==> config.mk <==
export PLATFORM = sky130hd
export DESIGN_NAME = wb_host_master
export DESIGN_NICKNAME = d
export VERILOG_FILES = /design/src/rtl/wb_pkg.sv /design/src/rtl/wb_host_master.sv
export SDC_FILE = /design/constraint.sdc
export NUM_CORES = 1
export LEC_CHECK = 0
export ABC_AREA = 1
export BUFFER_PORTS_ARGS = -buffer_cell sky130_fd_sc_hd__buf_2
export CAP_MARGIN = 20
export CORE_AREA = 4 4 134 84
export DETAILED_ROUTE_END_ITERATION = 16
export DIE_AREA = 0 0 138 88
export PLACE_DENSITY_LB_ADDON = 0.1
export SYNTH_ARGS = -nofsm -noshare
export SYNTH_HDL_FRONTEND = slang
export SYNTH_SLANG_ARGS = --single-unit
==> constraint.sdc <==
create_clock -name wb_clk_i -period 1.65 [get_ports wb_clk_i]
set_input_delay 0 -clock wb_clk_i [delete_from_list [all_inputs] [get_ports wb_clk_i]]
set_output_delay 0 -clock wb_clk_i [all_outputs]
set_load 0.1 [all_outputs]
==> src/rtl/wb_pkg.sv <==
// Shared Wishbone definitions: initiator state encoding and default bus geometry.
// Reused by the host master, the user-side slave and bench models.
package wb_pkg;

  typedef enum logic [1:0] {
    WBM_IDLE,
    WBM_BUS,
    WBM_RSP
  } wbm_state_e;

  localparam int WB_AW          = 32;
  localparam int WB_DW          = 32;
  localparam int WB_TIMEOUT_CYC = 255;

endpackage

==> src/rtl/wb_host_master.sv <==
// Wishbone classic initiator: one command becomes one ack-terminated bus cycle,
// answered by a held response carrying read data or a timeout flag.
module wb_host_master
  import wb_pkg::*;
#(
  parameter int AW          = WB_AW,
  parameter int DW          = WB_DW,
  parameter int TIMEOUT_CYC = WB_TIMEOUT_CYC
) (
  input  logic            wb_clk_i,
  input  logic            wb_rst_ni,
  input  logic            cmd_valid_i,
  output logic            cmd_ready_o,
  input  logic            cmd_we_i,
  input  logic [AW-1:0]   cmd_adr_i,
  input  logic [DW-1:0]   cmd_dat_i,
  input  logic [DW/8-1:0] cmd_sel_i,
  output logic            rsp_valid_o,
  input  logic            rsp_ready_i,
  output logic [DW-1:0]   rsp_dat_o,
  output logic            rsp_timeout_o,
  output logic            wbm_cyc_o,
  output logic            wbm_stb_o,
  output logic            wbm_we_o,
  output logic [DW/8-1:0] wbm_sel_o,
  output logic [AW-1:0]   wbm_adr_o,
  output logic [DW-1:0]   wbm_dat_o,
  input  logic [DW-1:0]   wbm_dat_i,
  input  logic            wbm_ack_i
);

  localparam int CW = $clog2(TIMEOUT_CYC + 1);
  localparam logic [CW-1:0] CNT_LAST = CW'(TIMEOUT_CYC - 1);
  localparam logic [CW-1:0] CNT_MAX  = CW'(TIMEOUT_CYC);

  wbm_state_e    state, state_next;
  logic [CW-1:0] cnt;
  logic          cmd_fire, rsp_fire, bus_ack, bus_abort;

  assign cmd_ready_o = (state == WBM_IDLE);
  assign rsp_valid_o = (state == WBM_RSP);
  assign wbm_cyc_o   = (state == WBM_BUS);
  assign wbm_stb_o   = wbm_cyc_o;

  assign cmd_fire  = cmd_valid_i & cmd_ready_o;
  assign rsp_fire  = rsp_valid_o & rsp_ready_i;
  assign bus_ack   = wbm_cyc_o & wbm_ack_i;
  // Ack on the last counted cycle takes priority over the abort.
  assign bus_abort = wbm_cyc_o & ~wbm_ack_i & (cnt == CNT_LAST);

  always_ff @(posedge wb_clk_i or negedge wb_rst_ni) begin
    if (!wb_rst_ni) state <= WBM_IDLE;
    else            state <= state_next;
  end

  always_comb begin
    state_next = state;
    unique case (state)
      WBM_IDLE: if (cmd_fire) state_next = WBM_BUS;
      WBM_BUS:  if (bus_ack || bus_abort) state_next = WBM_RSP;
      WBM_RSP:  if (rsp_fire) state_next = WBM_IDLE;
      default:  state_next = WBM_IDLE;
    endcase
  end

  always_ff @(posedge wb_clk_i or negedge wb_rst_ni) begin
    if (!wb_rst_ni) begin
      cnt <= '0;
    end else if (cmd_fire) begin
      cnt <= '0;
    end else if (wbm_cyc_o && !wbm_ack_i && cnt != CNT_MAX) begin
      cnt <= cnt + 1'b1;
    end
  end

  always_ff @(posedge wb_clk_i or negedge wb_rst_ni) begin
    if (!wb_rst_ni) begin
      wbm_we_o  <= 1'b0;
      wbm_adr_o <= '0;
      wbm_dat_o <= '0;
      wbm_sel_o <= '0;
    end else if (cmd_fire) begin
      wbm_we_o  <= cmd_we_i;
      wbm_adr_o <= cmd_adr_i;
      wbm_dat_o <= cmd_dat_i;
      wbm_sel_o <= cmd_sel_i;
    end
  end

  always_ff @(posedge wb_clk_i or negedge wb_rst_ni) begin
    if (!wb_rst_ni) begin
      rsp_dat_o     <= '0;
      rsp_timeout_o <= 1'b0;
    end else if (bus_ack) begin
      rsp_dat_o     <= wbm_we_o ? '0 : wbm_dat_i;
      rsp_timeout_o <= 1'b0;
    end else if (bus_abort) begin
      rsp_dat_o     <= '0;
      rsp_timeout_o <= 1'b1;
    end
  end

endmodule

# Yosys cells after proc, flatten, opt, wreduce, memory -nomap -nowiden
# Cells that the tools add are included.
[totals]
mem_bits_rw = 0
register_bits = 112
rom_bits = 0
output_inout_bits = 106
wordCells = 41
n_memories = 0
latchBits = 0
[classes]
mul = 0
n_eq_ne = 7
n_mux = 11
n_lt_le_gt_ge = 0
n_addsub = 1
n_shift = 0
bitwise = 6
reduce_logical = 8
div_mod_pow = 0
[op_table]
columns = ["op", "n"]
rows = [
  ["$mux 32", 3],
  ["$mux 8", 2],
  ["$add 8x1->8 const B", 1],
  ["$eq 8x8->1 const B", 1],
  ["$ne 8x8->1 const B", 1],
  ["$mux 2", 3],
  ["$ne 2x1->1 const B", 3],
  ["$pmux 2 s3", 1],
  ["$and 1x1->1", 5],
  ["$reduce_bool 2->1", 2],
  ["$reduce_and 3->1", 1],
  ["$eq 2x1->1 const B", 1],
  ["$eq 2x2->1 const B", 1],
  ["$logic_and 1x1->1", 2],
  ["$logic_not 2->1", 1],
  ["$mux 1", 2],
  ["$logic_not 1->1", 1],
  ["$logic_or 1x1->1", 1],
  ["$not 1->1", 1],
]

# Depth between registers and ports, before layout
# Gate-level depths: netlist of the first run.
[logic_depth]
ltp_word = 6
ltp_mapped = 10
mapped_depth_nobuf = 9

# Worst setup path before layout of the first run
# No wires, ideal clock.
[synth_path]
kind = "register to register"
start = "register state[0]"
end = "register wbm_adr_o[18]"
setup_slack_ps = -1023
synth_period_minus_slack_ps = 2673
t_arrival_ps = 2554
stages_incl_launch_ff = 7
path_cell_list = "dfrtp_1 > nor2_1 > nand2_1 > buf_4 > buf_2 > nand2_1 > nand2_1"
[synth_via]
elab_chain_cells = 2
[synth_rtl]
columns = ["element", "line", "text"]
rows = [
  ["from (decl)", "wb_host_master.sv:36", "wbm_state_e state, state_next;"],
  ["from (signal assigned)", "wb_host_master.sv:53", "else state <= state_next;"],
  ["$logic_not 2->1", "wb_host_master.sv:40", "assign cmd_ready_o = (state == WBM_IDLE);"],
  ["named net cmd_ready_o", "wb_host_master.sv:13", "output logic cmd_ready_o,"],
  ["$and 1x1->1", "wb_host_master.sv:45", "assign cmd_fire = cmd_valid_i & cmd_ready_o;"],
  ["to (signal assigned)", "wb_host_master.sv:84", "wbm_adr_o <= cmd_adr_i;"],
  ["to (decl)", "wb_host_master.sv:26", "output logic [AW-1:0] wbm_adr_o,"],
]
# The timed path passes the listed nets, and every way through them passes these cells.
# A chain may end at the register's enable or synchronous reset.

# Worst setup path after layout of the first run
[layout_path]
start = "register state[0]"
end = "output wbm_cyc_o"
[layout_via]
elab_chain_cells = 1
[layout_rtl]
columns = ["element", "line", "text"]
rows = [
  ["$eq 2x1->1", "wb_host_master.sv:42", "assign wbm_cyc_o = (state == WBM_BUS);"],
  ["to (decl)", "wb_host_master.sv:22", "output logic wbm_cyc_o,"],
]
# No other way between the ends.

==> flow_summary.ini, run 1 <==
[worst_setup_path]
cp.required_ns = 1.65
crit_family = buffers and inverters
r2r_cells = 7
path_cells = inv_1 > nor2_4 > buf_2
r2r_start = state[1]
cp-end-kind = primary output
critPathMaxFanout = 5
timing.rr.end = wbm_dat_o[22]
startpoint_type = flop
slowest_stage = dfrtp_1
critPathBufInv = 2
critical-path-max-stage-delay_ns = 0.48
critPathArrivalTime_ns = 1.49
path_class = reg2out
regToRegSetupSlack_ns = 0.17

[place]
hpwl_microns = 8710
gp_congestion = 0.8480
portBuffers = 211
placed_area_sq_mm = 0.005753

[synth]
syn_inst = 523
netlist_area_sq_mm = 0.004533
async_reset_ff_frac = 1.000
yosys_warnings = 0
synth_seq_cells = 112
syn_avg_cell_area_sq_um = 8.667
synth.largest_area_cell = dfrtp_1
ys_seq_area_frac = 0.6183
synth-edff-count = 0
yosysTopAreaCellShare = 0.6183
synth_nets = 631
yosysUniqueCellTypes = 20
ys.flop_type = dfrtp_1
ys_top_cells_by_area = dfrtp_1 62%, nand2_1 24%, nand3_1 4.3%, buf_2 1.8%, nand2_2 1.4%

[timing]
rsz0062_at_grt = no
setup_violations = 0
drv_slew = 0
timing.fmax_mhz = 671.8
holdWs_ns = 0.01917
finalHoldViolations = 0
maxSlewHeadroom = 0.6001
worst_slew_pin_slew_ns = 0.5998
layout_min_cycle_time_ns = 1.489
clock_skew_ns = 0.007768
period_share = 0.9022

[finish]
design_area_sq_mm = 0.007068
diodes = 0
final_util = 0.7154
drive_above_1_share = 0.3087
n_fill_cell = 769
syn2layout_area_growth_pct = 55.92
nNetsFinal = 942

[hold_path]
hp-class = in2reg
holdPathStages = 4
holdPathEnd = cnt[1]
hold_start = wbm_ack_i

[route]
ant_nets = 0
routed_wl_microns = 13470
drt_iter0_markers = 230
wl_per_cell_microns = 13.83
drc_errors = 0
viasPerCell = 4.702
drtPass1Iterations = 6
num_vias = 4580

[grt]
antenna_found_initial = 0
grt_pass1_wl_microns = 22270
grt-ovfl-total = 0
grt_pass1_vias = 4631
grt_max_degree = 113
grt_usage = 0.2244

[clocking]
cts_max_level = 3
clkSinkCount = 112
root_buffer = clkbuf_16
clkTransAtPathRegs_ns = 0.07
numCtsBuffers = 9
insertion_delay_ns = 0.34
cts_buffer_depth = 2
cts_tree = built

[floorplan]
die_h_microns = 88
start_util = 0.4588
rows = 28
dieArea_sq_mm = 0.01214
core_sq_mm = 0.009879
die_w_microns = 138
num_io_pins = 212

[status]
status = finished, final reports clean

[run]
cap_violations = 0
[cell type report]
class / count / area, sq um / area share
multi-input combinational: 370 / 1545 / 0.2186
sequential: 112 / 2803 / 0.3965
tap: 135 / 168.9 / 0.02390
inverter: 16 / 60.06 / 0.008497
clock buffer: 11 / 242.7 / 0.03434
timing repair buffer: 325 / 2210 / 0.3126
clock inverter: 5 / 38.79 / 0.005488
[layout by cell type (no fill, tap or decap), types with 2 or more instances in the layout]
master	n
nand2_1	290
nand3_1	39
inv_2	5
clkbuf_16	9
inv_1	11
dfrtp_1	112
buf_4	9
inv_6	2
buf_12	3
dlygate4sd3_1	103
nor2_1	11
nor2_2	2
xor2_1	3
a21oi_1	2
buf_2	210
nand2_2	11
nor2_4	3
o21ai_0	3
nand4_1	2
[flip-flops by register name (all words and copies together), names as in the netlist]
name and cells:
rsp_dat_o 32, state 2, wbm_adr_o 32, wbm_sel_o 4, wbm_dat_o 32, cnt 8, wbm_we_o 1, rsp_timeout_o 1
[per-stage QoR]
stage / cells / setup TNS [ns] / setup WS [ns]
floorplan: 523 / -0.05564 / -0.001046
global placement: 855 / 0 / 0.2428
detailed placement: 855 / 0 / 0.1626
CTS: 974 / 0 / 0.1365
global route: 974 / 0 / 0.03265
finish: 974 / 0 / 0.1614
[tightest hold or removal path, stage by stage]
cell,delay [ns]
buf_2,0.09
nor2_2,0.05
nand2_1,0.09
o22ai_1,0.08
[cell usage after synthesis, types with 2 or more instances]
library cell and count:
nand2_2 10, clkbuf_1 3, buf_6 3, nand4_1 2
nor2_1 14, ha_1 2, a21oi_1 2, xor2_1 3
nand2_1 291, dfrtp_1 112, nand3_1 39, inv_2 4
buf_2 16, inv_1 12, o21ai_0 3, buf_4 3
[cells by family (layout without fill, tap and decap cells)]
group / after synthesis / in the layout / share of synthesized area
simple gates: 358 / 358 / 0.3160
flops: 112 / 112 / 0.6183
buf+inv: 41 / 357 / 0.04582
compound gates: 7 / 7 / 0.008557
xor+xnor: 3 / 3 / 0.005797
fa+ha+maj: 2 / 2 / 0.005519
[how the worst max path moves through the flow]
stage,start,endpoint,slack [ns],cells past startpoint
after floorplan,state[1],wbm_adr_o[18],-0.001,6
after global placement,cnt[0],rsp_dat_o[14],0.24,10
after detailed placement,cnt[0],rsp_dat_o[16],0.16,10
after CTS,state[0],wbm_stb_o,0.14,3
after global routing,cnt[1],cnt[3],0.03,9
final,state[0],wbm_cyc_o,0.16,3
[routing by layer]
layer,track usage,share of wire
met1,0.2949,0.44
met2,0.3770,0.47
met3,0.06328,0.074
met4,0.05381,0.016
met5,0,0
[repair_timing]
action | in CTS | in global routing
hold buffers | 103 | 0
endpoints found under the hold margin | 214 | 0
resized for setup | 0 | 2
endpoints found under the setup margin | 0 | 7
setup buffers | 0 | 0
Power of run 1 is left out: the tool's default activity adds up to more than one toggle a clock period on the data nets, which glitch-free logic cannot reach.
==> run 2: changes to the inputs <==
--- a/config.mk
+++ b/config.mk
@@ -5,12 +5,11 @@
 export SDC_FILE = /design/constraint.sdc
 export NUM_CORES = 1
 export LEC_CHECK = 0
-export ABC_AREA = 1
 export BUFFER_PORTS_ARGS = -buffer_cell sky130_fd_sc_hd__buf_2
 export CAP_MARGIN = 20
-export CORE_AREA = 4 4 134 84
+export CORE_AREA = 4 4 133 84
 export DETAILED_ROUTE_END_ITERATION = 16
-export DIE_AREA = 0 0 138 88
+export DIE_AREA = 0 0 137 88
 export PLACE_DENSITY_LB_ADDON = 0.1
 export SYNTH_ARGS = -nofsm -noshare
 export SYNTH_HDL_FRONTEND = slang
==> flow_summary.ini, run 2 <==
[status]
status = finished, final reports clean

[worst_setup_path]
critPathMaxFanout = 7
critical-path-max-stage-delay_ns = 0.49
path_cells = or3b_1 > nor4_1 > mux2i_1
critPathArrivalTime_ns = 1.84
slowest_stage = or3b_1
cp.required_ns = 1.92
startpoint_type = flop
cp-end-kind = flop
path_class = reg2reg

[clocking]
cts_buffer_depth = 2
cts_post_setup_buffers_inserted = 0
clkTransAtPathRegs_ns = 0.07
insertion_delay_ns = 0.34
numCtsBuffers = 9
cts_tree = built
cts_max_level = 3
clkSinkCount = 112
root_buffer = clkbuf_16

[floorplan]
start_util = 0.4703
die_w_microns = 137
rows = 28
dieArea_sq_mm = 0.01206
die_h_microns = 88
core_sq_mm = 0.009809
num_io_pins = 212

[finish]
layout_commonest_cell = nand2_1
final_util = 0.7357
largest_registers = rsp_dat_o x32, wbm_adr_o x32, wbm_dat_o x32
diodes = 0
syn2layout_area_growth_pct = 56.44
drive_above_1_share = 0.3090
layout_common_cells = 218 x nand2_1, 208 x buf_2, 111 x dfrtp_1, 102 x dlygate4sd3_1, 32 x and2_1
nNetsFinal = 883
fin_cells = 915

[timing]
layout_min_cycle_time_ns = 1.571
clock_skew_ns = 0.006536
setup_violations = 0
rsz0062_at_grt = no
layout_setup_ws_ns = 0.07911
timing.fmax_mhz = 636.6
maxSlewHeadroom = 0.6069
period_share = 0.9521
fin_setup_tns_ns = 0
drv_slew = 0
finalHoldViolations = 0
worst_slew_pin_slew_ns = 0.5897

[synth]
ys_seq_area_frac = 0.6075
synth_most_common_cell = nand2_1
synth_nets = 576
synth.largest_area_cell = dfrtp_1
synth-edff-count = 0
yosys_warnings = 0
async_reset_ff_frac = 1.000
netlist_area_sq_mm = 0.004613
yosysUniqueCellTypes = 34
yosysTopAreaCellShare = 0.6075
ys_top_cells_by_area = dfrtp_1 61%, nand2_1 18%, a221o_1 6.7%, and2_1 4.3%, mux2i_1 1.5%
ys.flop_type = dfrtp_1
synthTopCellsByCount = 218 x nand2_1, 112 x dfrtp_1, 32 x and2_1, 31 x a221o_1, 14 x clkbuf_1
syn_avg_cell_area_sq_um = 9.857
synth_seq_cells = 112
syn_inst = 468

[route]
num_vias = 4496
drt_iter0_markers = 236
routed_wl_microns = 14000
wl_met3_microns = 1029
drt-met1-wl_microns = 5637
drtPass1Iterations = 4
met2WireLength_microns = 6935
drc_errors = 0
viasPerCell = 4.914
top_layer_used = met4
wl_per_cell_microns = 15.30
ant_nets = 0

[grt]
grt_max_degree = 52
grt-ovfl-total = 0
antenna_found_initial = 0
grt_pass1_wl_microns = 23140
grt_pass1_vias = 4730
grt_usage = 0.2438

[place]
portBuffers = 211
dpl.cell_count = 797
dp_worst_setup_slack_ns = 0.001253
hpwl_microns = 9005
gp_congestion = 0.7991

[run]
cap_violations = 0

[hold_path]
hp-class = in2reg
-- run 2: area by class of cell --
class                           instances  area (sq um)
Sequential cell                       112          2804
Clock buffer                           14         244.0
Fill cell                             715          2592
Clock inverter                          2         16.27
Multi-Input combinational cell        323          1682
Timing Repair Buffer                  324          2280
Inverter                                5         22.52
Tap cell                              135         168.9
-- run 2: per-stage QoR --
step / instance area (sq um) / hold WS, ns
floorplan: 4638 / -0.2956
global placement: 5929 / 0.03348
detailed placement: 5929 / 0.04362
CTS: 7212 / 0.01505
global route: 7217 / 0.03480
finish: 7217 / 0.02588
-- run 2: logic make-up (layout without fill, tap and decap cells) --
kind of cell,Yosys count,in the layout,synth area share
fa+ha+maj,2,2,0.005424
compound gates,45,45,0.08978
buf+inv,33,345,0.03390
mux,7,7,0.01519
simple gates,269,269,0.2482
flops,112,112,0.6075
-- run 2: worst paths after layout --
path | start | endpoint | slack [ns] | cells past startpoint
max in group asynchronous | wb_rst_ni | wbm_dat_o[20] | 0.81 | 3
hold / removal | wbm_ack_i | rsp_timeout_o | 0.03 | 3
setup / recovery | state[1] | cnt[7] | 0.08 | 3
min in group asynchronous | wb_rst_ni | wbm_adr_o[28] | 0.21 | 2
hold reg to reg | wbm_dat_o[10] | wbm_dat_o[10] | 0.47 | 2
setup reg to reg | state[1] | cnt[7] | 0.08 | 3
-- run 2: worst max-delay path, delay by kind of cell, from the launching register on --
family	cells	cell delay, ns
muxes	1	0.22
DFF	1	0.45
and+or+nand+nor	2	0.82
-- run 2: layer usage --
layer | vias up | GRT usage
met5 | - | 0
met4 | 0 | 0.09511
met3 | 36 | 0.06487
met2 | 172 | 0.4100
met1 | 2141 | 0.3046
li1 | 2147 | -
-- run 2: timing repair --
item	4_1_cts	5_1_grt
setup endpoints to repair	1	3
endpoints found under the hold margin	140	0
gates resized for setup	1	2
hold buffers	102	0
pin swaps	0	0
Power of run 2 is left out for the same reason.
==> run 3: changes to the inputs <==
--- a/config.mk
+++ b/config.mk
@@ -11,6 +11,7 @@
 export DETAILED_ROUTE_END_ITERATION = 16
 export DIE_AREA = 0 0 137 88
 export PLACE_DENSITY_LB_ADDON = 0.1
+export RECOVER_POWER = 50
 export SYNTH_ARGS = -nofsm -noshare
 export SYNTH_HDL_FRONTEND = slang
 export SYNTH_SLANG_ARGS = --single-unit
==> flow_summary.ini, run 3 (synthesis results as in run 2) <==
[finish]
fin_cells = 915
drive_above_1_share = 0.3090
largest_registers = rsp_dat_o x32, wbm_adr_o x32, wbm_dat_o x32
layout_commonest_cell = nand2_1
design_area_sq_mm = 0.007206
nNetsFinal = 883
layout_common_cells = 218 x nand2_1, 157 x buf_2, 111 x dfrtp_1, 102 x dlygate4sd3_1, 52 x clkbuf_2
diodes = 0
syn2layout_area_growth_pct = 56.20

[worst_setup_path]
startpoint_type = flop
critical-path-max-stage-delay_ns = 0.49
critPathArrivalTime_ns = 1.84
cp.required_ns = 1.92
path_cells = or3b_1 > nor4_1 > mux2i_1
r2r_start = state[1]
cp-end-kind = flop
critPathBufInv = 0
crit_family = simple AND/OR/NAND/NOR gates
slowest_stage = or3b_1
path_class = reg2reg
critPathMaxFanout = 7
cp-startpoint = state[1]

[floorplan]
start_util = 0.4703
num_io_pins = 212
rows = 28
dieArea_sq_mm = 0.01206
die_w_microns = 137
die_h_microns = 88
core_sq_mm = 0.009809

[timing]
setup_violations = 0
rsz0062_at_grt = no
holdWs_ns = 0.02567
worst_slew_pin_slew_ns = 1.119
layout_setup_ws_ns = 0.07792
finalHoldViolations = 0
drv_slew = 0
layout_min_cycle_time_ns = 1.572
clock_skew_ns = 0.004961
period_share = 0.9528
timing.fmax_mhz = 636.1
maxSlewHeadroom = 0.2541

[place]
hpwl_microns = 9005
dpl.cell_count = 797
portBuffers = 211
placed_area_sq_mm = 0.005929
dp_worst_setup_slack_ns = 0.001253
gp_congestion = 0.7991

[grt]
grt-ovfl-total = 0
antenna_found_initial = 0
grt_pass1_vias = 4730
grt_max_degree = 52
grt_pass1_wl_microns = 23140
grt_usage = 0.2438

[clocking]
cts_buffer_depth = 2
root_buffer = clkbuf_16
cts_max_level = 3
clkTransAtPathRegs_ns = 0.07
insertion_delay_ns = 0.34
numCtsBuffers = 9
clkSinkCount = 112
cts_tree = built
cts_post_setup_buffers_inserted = 0

[status]
status = finished, final reports clean

[route]
viasPerCell = 4.895
routed_wl_microns = 13950
num_vias = 4479
drt_iter0_markers = 215
drtPass1Iterations = 4
ant_nets = 0
wl_per_cell_microns = 15.25
drc_errors = 0

[hold_path]
hp-class = in2reg
hold_start = wbm_ack_i

[run]
cap_violations = 0
run 3: cell count changes in the layout (fill, tap and decap cells not counted):
cell / delta
buf_12: -1
buf_2: -51
buf_4: -1
buf_6: +1
clkbuf_2: +52
run 3: through the flow:
step,util,TNS [ns]
after detailed placement,0.6045,0
after floorplan,-,-0.03616
final,0.7346,0
after global routing,0.7346,0
after global placement,0.6045,0
after CTS,0.7352,0
run 3: worst reg2reg max path, stage by stage (launching register included):
cell	delay, ns
dfrtp_1	0.45
or3b_1	0.49
nor4_1	0.33
mux2i_1	0.22
run 3: area by class of cell:
| cell class | instances | area (sq um) |
|---|---|---|
| inverter | 5 | 22.52 |
| multi-input combinational | 323 | 1682 |
| tap | 135 | 168.9 |
| sequential | 112 | 2804 |
| fill | 716 | 2604 |
| clock buffer | 14 | 244.0 |
| timing repair buffer | 324 | 2268 |
| clock inverter | 2 | 16.27 |
run 3: timing repair:
item,CTS,global route
cloned,0,0
gates resized for setup,1,2
pin swaps,0,0
endpoints found under the setup margin,1,3
hold buffers,102,0
endpoints found under the hold margin,140,0
run 3: layer usage:
metal / wire length [microns] / up-vias / GRT usage
li1: - / 2148 / -
met1: 5639 / 2131 / 0.3046
met2: 6900 / 160 / 0.4100
met3: 983 / 40 / 0.06487
met4: 428 / 0 / 0.09511
met5: 0 / - / 0
run 3: final timing paths:
kind | end | slack, ns | cells after the start
worst max-delay path | cnt[7] | 0.08 | 3
worst max register to register | cnt[7] | 0.08 | 3
max in group asynchronous | wbm_adr_o[3] | 0.30 | 3
worst min register to register | wbm_dat_o[8] | 0.47 | 2
min in group asynchronous | wbm_adr_o[27] | 0.42 | 2
worst min-delay path | rsp_timeout_o | 0.03 | 3
Power of run 3 is left out for the same reason.
